**config.mk**
```make
export PLATFORM = sky130hd
export DESIGN_NAME = pw_group_serializer
export DESIGN_NICKNAME = d
export VERILOG_FILES = /design/src/rtl/pw_group_serializer.sv
export SDC_FILE = /design/constraint.sdc
export NUM_CORES = 1
export LEC_CHECK = 0
export BUFFER_PORTS_ARGS = -buffer_cell sky130_fd_sc_hd__buf_2
export CORE_MARGIN = 3
export CORE_UTILIZATION = 50
export CTS_CLUSTER_DIAMETER = 150
export CTS_CLUSTER_SIZE = 20
export DETAILED_ROUTE_END_ITERATION = 8
export GPL_TIMING_DRIVEN = 1
export HOLD_SLACK_MARGIN = 0.05
export PLACE_DENSITY_LB_ADDON = 0.08
export SYNTH_ARGS = -nofsm -noshare
export SYNTH_HDL_FRONTEND = slang
export SYNTH_SLANG_ARGS = --single-unit
```
**constraint.sdc**
```tcl
create_clock -name clk -period 1.7 [get_ports clk]
set_clock_uncertainty 0.15 [all_clocks]
set_input_delay 0.085 -clock clk [delete_from_list [all_inputs] [get_ports clk]]
set_output_delay 0.085 -clock clk [all_outputs]
set_load 0.01 [all_outputs]
```
**src/rtl/pw_group_serializer.sv**
```systemverilog
// Channel-group serializer: latches one IN_CHANNEL-wide vector per frame and
// streams it out as GROUP_CHANNEL-wide groups under valid/ready on both sides.
module pw_group_serializer #(
    parameter int DATA_WIDTH    = 8,
    parameter int IN_CHANNEL    = 18,
    parameter int GROUP_CHANNEL = 9,
    parameter int NUM_GROUP     = (IN_CHANNEL + GROUP_CHANNEL - 1) / GROUP_CHANNEL,
    parameter int GRP_W         = (NUM_GROUP > 1) ? $clog2(NUM_GROUP) : 1
) (
    input  logic                                clk,
    input  logic                                rst,
    input  logic                                in_valid,
    output logic                                in_ready,
    input  logic [DATA_WIDTH*IN_CHANNEL-1:0]    data_in,
    input  logic [GRP_W:0]                      cfg_groups,
    output logic                                out_valid,
    input  logic                                out_ready,
    output logic [DATA_WIDTH*GROUP_CHANNEL-1:0] data_out,
    output logic [GRP_W-1:0]                    out_grp,
    output logic                                out_last
);
    localparam int IN_W  = DATA_WIDTH * IN_CHANNEL;
    localparam int GW    = DATA_WIDTH * GROUP_CHANNEL;
    localparam int PAD_W = GW * NUM_GROUP;
    localparam logic [GRP_W:0] NG  = (GRP_W+1)'(NUM_GROUP);
    localparam logic [GRP_W:0] ONE = (GRP_W+1)'(1);

    typedef enum logic {IDLE, SEND} state_t;

    state_t           state_q, state_d;
    logic [IN_W-1:0]  buf_q, buf_d;
    logic [GRP_W:0]   ngrp_q, ngrp_d;
    logic [GRP_W-1:0] grp_q, grp_d;

    logic [GRP_W:0]   cfg_clamped;
    logic             is_last;
    logic             load;
    logic [NUM_GROUP-1:0][GW-1:0] grp_arr;

    always_ff @(posedge clk) begin
        if (rst) begin
            state_q <= IDLE;
            buf_q   <= '0;
            ngrp_q  <= ONE;
            grp_q   <= '0;
        end else begin
            state_q <= state_d;
            buf_q   <= buf_d;
            ngrp_q  <= ngrp_d;
            grp_q   <= grp_d;
        end
    end

    always_comb begin
        cfg_clamped = cfg_groups;
        if (cfg_groups == '0)
            cfg_clamped = ONE;
        else if (cfg_groups > NG)
            cfg_clamped = NG;
    end

    assign is_last = ({1'b0, grp_q} == (ngrp_q - ONE));

    // Tail of the last group is padding and must read as zero.
    assign grp_arr = PAD_W'(buf_q);

    always_comb begin
        state_d   = state_q;
        buf_d     = buf_q;
        ngrp_d    = ngrp_q;
        grp_d     = grp_q;
        out_valid = 1'b0;
        in_ready  = 1'b0;
        load      = 1'b0;
        case (state_q)
            IDLE: begin
                in_ready = 1'b1;
                load     = in_valid;
                if (in_valid) state_d = SEND;
            end
            SEND: begin
                out_valid = 1'b1;
                in_ready  = is_last && out_ready;
                if (out_ready) begin
                    if (!is_last)
                        grp_d = grp_q + GRP_W'(1);
                    else if (in_valid)
                        load = 1'b1;
                    else
                        state_d = IDLE;
                end
            end
            default: state_d = IDLE;
        endcase
        if (load) begin
            buf_d  = data_in;
            ngrp_d = cfg_clamped;
            grp_d  = '0;
        end
    end

    assign data_out = grp_arr[grp_q];
    assign out_grp  = grp_q;
    assign out_last = out_valid && is_last;
endmodule

```
Yosys cells after proc, flatten, opt, wreduce, memory -nomap -nowiden
Index checks and enable logic that the tools add are counted.
{"block": "word_totals", "ff_bits": 148, "in_bits": 150, "out_inout_bits": 76, "elab_cells": 29}
{"block": "classes", "n_addsub": 2, "magnitude_cmp": 2, "eq_ne": 1, "n_mux": 13, "bitwise_logic": 2, "n_reduce_logical": 5}
{"operator": "2-to-1 mux 72 bit", "n": 2}
{"operator": "2-to-1 mux 1 bit", "n": 6}
{"operator": "one-hot mux 1 bit (2 select lines)", "n": 3}
{"operator": "2-to-1 mux 2 bit", "n": 2}
{"operator": "AND reduction 3 bit", "n": 1}
{"operator": "equality test 1 x 2 -> 1 bit", "n": 1}
{"operator": "> comparator 2 bit, second input constant", "n": 1}
{"operator": "logical AND 1 bit", "n": 2}
{"operator": "zero test 2 bit", "n": 1}
{"operator": "< comparator 1 x 2 -> 1 bit, second input constant", "n": 1}
{"operator": "NOT 1 bit", "n": 2}
{"operator": "OR reduction 2 bit", "n": 1}
{"operator": "subtractor 2 x 1 -> 2 bit, second input constant", "n": 1}
{"operator": "adder 1 bit, second input constant", "n": 1}

Longest topological paths before layout
{"block": "logic_depth", "word_depth": 6, "mapped_depth": 7, "depth_no_buf": 3}

Least setup slack after synthesis
Ideal clock, no wire load.
{"block": "synth_path", "path_type": "flip-flop to flip-flop", "from": "reg grp_q, in the netlist out_grp", "to": "reg buf_q[92]", "setup_ns": 0.095, "arrival_time_ns": 1.552, "t_required_ns": 1.455, "slack_ns": -0.098, "stages_incl_launch_ff": 7, "path_buffers": 3, "period_less_slack_ns": 1.798, "cell_sequence": "dfxtp_1 -> buf_2 -> and4bb_4 -> buf_6 -> buf_6 -> or4_1 -> o311ai_1"}
{"block": "synth_between", "elab_chain_len": 4}
{"element": "start: declaration", "line_no": "33", "text": "logic [GRP_W-1:0] grp_q, grp_d;"}
{"element": "start signal: assignment", "line_no": "50", "text": "grp_q <= grp_d;"}
{"element": "equality test 1 x 2 -> 1 bit", "line_no": "62", "text": "assign is_last = ({1'b0, grp_q} == (ngrp_q - ONE));"}
{"element": "2-to-1 mux 1 bit", "line_no": "85", "text": "if (!is_last)"}
{"element": "2-to-1 mux 1 bit", "line_no": "84", "text": "if (out_ready) begin"}
{"element": "one-hot mux 1 bit (2 select lines)", "line_no": "75", "text": "case (state_q)"}
{"element": "end signal: assignment", "line_no": "48", "text": "buf_q <= buf_d;"}
{"element": "end: declaration", "line_no": "31", "text": "logic [IN_W-1:0] buf_q, buf_d;"}
Every way passes these cells.
A chain may end at the register's enable or synchronous reset.

Worst setup path after layout
{"block": "layout_path", "from": "reg grp_q, in the netlist out_grp", "to": "reg buf_q[130]"}
Same word-level chain as after synthesis.

==> metrics.md <==
| Metric | Value |
|---|---|
| Routed via count divided by cell count | `6.45` |
| Fraction of final layout cells sized beyond drive strength 1 | `33.9%` |
| Share of synthesized cell area in full adder, half adder and majority cells | `0%` |
| Power Total | `0.0115 W` |
| Highest ir drop seen on vdd | `0.620 mV` |
| Max clock buf depth | `2` |
| Number of standard-cell rows in the floorplan | `51` |
| Maximum cell stage delay along the critical path | `0.38 ns` |
| Stages on worst setup path | `6` |
| Final estimated routing congestion in global placement | `0.787` |
| First-pass iteration count of the detailed router | `5` |
| Multiplexer area fraction after synthesis | `7.94%` |
| Number of instances in the synthesized netlist | `1293` |
| Num Clock Sinks | `148` |
| Number of library cell types mapped by synthesis | `29` |
| Count of buffers from port buffering | `224` |
| Worst R2R End | `buf_q[130]` |
| P per Cell Area | `753 nW/um^2` |
| Combined area of the multi-input logic cells | `7310 um^2` |
| Largest family of logic cells by synthesized area | `simple AND/OR/NAND/NOR gates` |
| Htree depth | `4` |
| Startpoint of the most critical setup path | `out_grp` |
| Sequential Area | `2970 um^2` |
| Result of the run | `finished, violations left` |
| Vias | `12.0k` |
| Capturing element type of the critical path | `flip-flop` |
| Synthesized-area fraction occupied by ao, oa, aoi and oai cells | `21.9%` |
| Most common cell after layout, fill and taps aside | `sky130_fd_sc_hd__nand2_1` |
| Core area | `19800 um^2` |
| Area of all placed cells without fillers | `15300 um^2` |
| DIE WIDTH | `149 um` |
| Number of design-rule violations left by the first detailed-router iteration | `1056` |
| Critical path peak fanout | `8` |
| Total global routing overflow | `0` |
| Largest net degree at the start of global routing | `127` |
| CP dominant cell by count | `sky130_fd_sc_hd__buf_12` |
| Mean cell area of the mapped netlist | `7.90 um^2` |
| Post-DP HPWL | `19.1 mm` |
| Final Max Tran Viols | `0` |
| Category of the worst setup path launch point | `flip-flop` |
| Tightest slew margin relative to the limit | `64.8%` |
| TritonCTS clock tree | `yes` |
| Top Family by Delay on Critical Path | `buffers and inverters` |
| Worst R2R Setup Slack | `-0.19 ns` |
| Cell area after technology mapping | `10200 um^2` |
| Routed wire per std cell | `20.6 um` |
| Origin of the critical flop-to-flop path | `out_grp` |
| Overall die area | `22200 um^2` |
| Clock root cell | `sky130_fd_sc_hd__clkbuf_16` |
| Type of the worst setup path | `reg -> reg` |
| Layout Area Growth over Synthesis | `50.2%` |
| Number of filler instances in the final layout | `1304` |
| CP Buf/Inv Count | `3` |
| R2R cell count | `6` |
| Clock period minus worst slack | `1.89 ns` |
| Cell leakage power | `5.77 nW` |
| Cell with the largest stage delay on the worst path | `sky130_fd_sc_hd__and4bb_4` |
| Number of max-cap violations | `0` |
| Die H | `149 um` |
| Number of top-level design ports | `226` |
| Hold Fails Final Rpt | `0` |
| Violated checks | `negative setup slack` |
| Detailed-route wire length | `38.5 mm` |
| Sequential share of the synthesized area | `29.0%` |
| Number of global-route vias before repair | `10.8k` |
| Tot GR Track Use | `30.9%` |
| Arrival time of the worst setup path | `2.06 ns` |
| TritonCTS buffer count | `17` |
| Post-Synth Simple-Gate Area | `32.6%` |
| Final setup violation count | `218` |
| Worst EP required | `1.87 ns` |
| Tightest Pin Transition | `0.528 ns` |
| Residual DRC | `0` |
| Final instance count without filler cells | `1866` |
| CTS clk-pin slew, worst paths | `0.07 ns` |
| Peak clock frequency supported by timing | `0.529 GHz` |
| Cell-by-cell trace of the critical path | `and4bb_4 -> buf_12 -> nor2_4 -> buf_12 -> clkbuf_16 -> o311ai_1` |
| Final core utilization | `77.5%` |
| Placed insts | `1657` |
| Insertion delay of the later-clocked pin in the worst-skew pair | `0.43 ns` |
| Highest-count cells in the layout ignoring fill and taps | `289 x sky130_fd_sc_hd__nand2_1, 221 x sky130_fd_sc_hd__buf_2, 149 x sky130_fd_sc_hd__dlygate4sd3_1` |
| Post-DP Area | `11600 um^2` |
| Antenna-violating nets left | `0` |
| Endpoint of the most critical setup path | `buf_q[130]` |
| Net count, final | `1735` |
| Number of synthesized register bits | `148` |
| Net count after synthesis | `1443` |
| Launch point of the worst hold path | `data_in[39]` |
| Global-route wire length before repair | `57.5 mm` |
| Starting Density | `51.6%` |
| Setup repair after global routing missed its margin | `yes` |
| Initial antenna violation count | `2` |
| Number of warning messages in the yosys log | `0` |
| Slack of the critical path | `-0.189 ns` |
| Post-Synth XOR/XNOR Area | `0%` |
| Final critical-path share of the clock period | `111%` |
| Class of the tightest hold or removal check | `in -> reg` |
## metal layers
layer  GRT usage, %  share of wire, %
met1           44.0                43
met2           47.8                47
met3           5.26               8.2
met5              0                 0
met4           9.93               2.5
## synthesized netlist by cell type (all sizes together)
cell type | instances | area [um^2]
clkbuf | 133 | 499
nor2b | 2 | 12.5
or4 | 144 | 1080
nor3b | 144 | 1080
o21a | 1 | 7.51
a2111oi | 1 | 15.0
and4bb | 1 | 16.3
nand4 | 2 | 12.5
inv | 3 | 11.3
a31oi | 145 | 907
a32o | 1 | 10.0
a21oi | 2 | 10.0
nand2 | 289 | 1080
dfxtp | 148 | 2960
nor2 | 2 | 10.0
o21ba | 1 | 10.0
and4b | 1 | 10.0
o31a | 1 | 8.76
a32oi | 1 | 8.76
mux2 | 72 | 811
o311ai | 144 | 1260
nand3b | 1 | 7.51
nand2b | 1 | 6.26
buf | 52 | 359
nor3 | 1 | 5.00
## worst min path at each step
stage           endpoint  slack (ns)  depth (start not counted)
2_1_floorplan  buf_q[92]        0.09                          2
3_3_place_gp   buf_q[88]        0.19                          3
3_5_place_dp   buf_q[90]        0.20                          3
4_1_cts        buf_q[39]        0.28                          4
5_1_grt        buf_q[39]        0.30                          4
6_report       buf_q[39]        0.29                          4
## sequential cells by signal (all words and copies together), names as in the netlist
name,cells
out_grp,1
buf_q,144
ngrp_q,2
state_q,1
## layout make-up
type / count / area share [%]
Clock buffer: 20 / 2.91
Clock inverter: 12 / 1.16
Sequential cell: 148 / 19.4
Timing Repair Buffer: 458 / 26.5
Antenna cell: 3 / 0.0490
Inverter: 3 / 0.0898
Multi-Input combinational cell: 957 / 47.7
Tap cell: 265 / 2.16
## per-stage QoR
step | TNS, ns | hold slack (ns) | worst slack (ns)
after floorplan | -2.16 | 0.0949 | -0.0218
after CTS | -28.87 | 0.279 | -0.159
after global routing | -33.02 | 0.303 | -0.235
final | -24.32 | 0.289 | -0.189
after detailed placement | -0.310 | 0.200 | -0.0294
after global placement | 0 | 0.191 | 0.0111
## worst reg2reg max path: stages (launching register included)
cell and delay [ns]:
sky130_fd_sc_hd__dfxtp_4 0.37, sky130_fd_sc_hd__and4bb_4 0.38, sky130_fd_sc_hd__buf_12 0.17, sky130_fd_sc_hd__nor2_4 0.08, sky130_fd_sc_hd__buf_12 0.15, sky130_fd_sc_hd__clkbuf_16 0.19
sky130_fd_sc_hd__o311ai_1 0.29
## where the power goes
part / switching, W / leakage, nW / internal (W)
registers: 0.000269 / 1.23 / 0.00383
clock network: 0.00161 / 0.301 / 0.00250
logic: 0.00169 / 4.24 / 0.00164
## kinds of logic (layout without fill, tap and decap cells)
group / after synthesis / after routing
muxes: 72 / 72
other: 0 / 3
DFF: 148 / 148
AOI/OAI and AO/OA: 297 / 297
buffers and inverters: 188 / 493
and+or+nand+nor: 588 / 588
## what timing repair did
| action | in CTS | in global routing |
|---|---|---|
| endpoints found under the hold margin | 147 | 0 |
| setup buffers | 3 | 4 |
| gates cloned | 8 | 10 |
| pin swaps | 12 | 46 |
| hold buffers | 149 | 0 |
| endpoints found under the setup margin | 138 | 219 |
| resized for setup | 42 | 140 |
(Power assumes the default switching activity.)
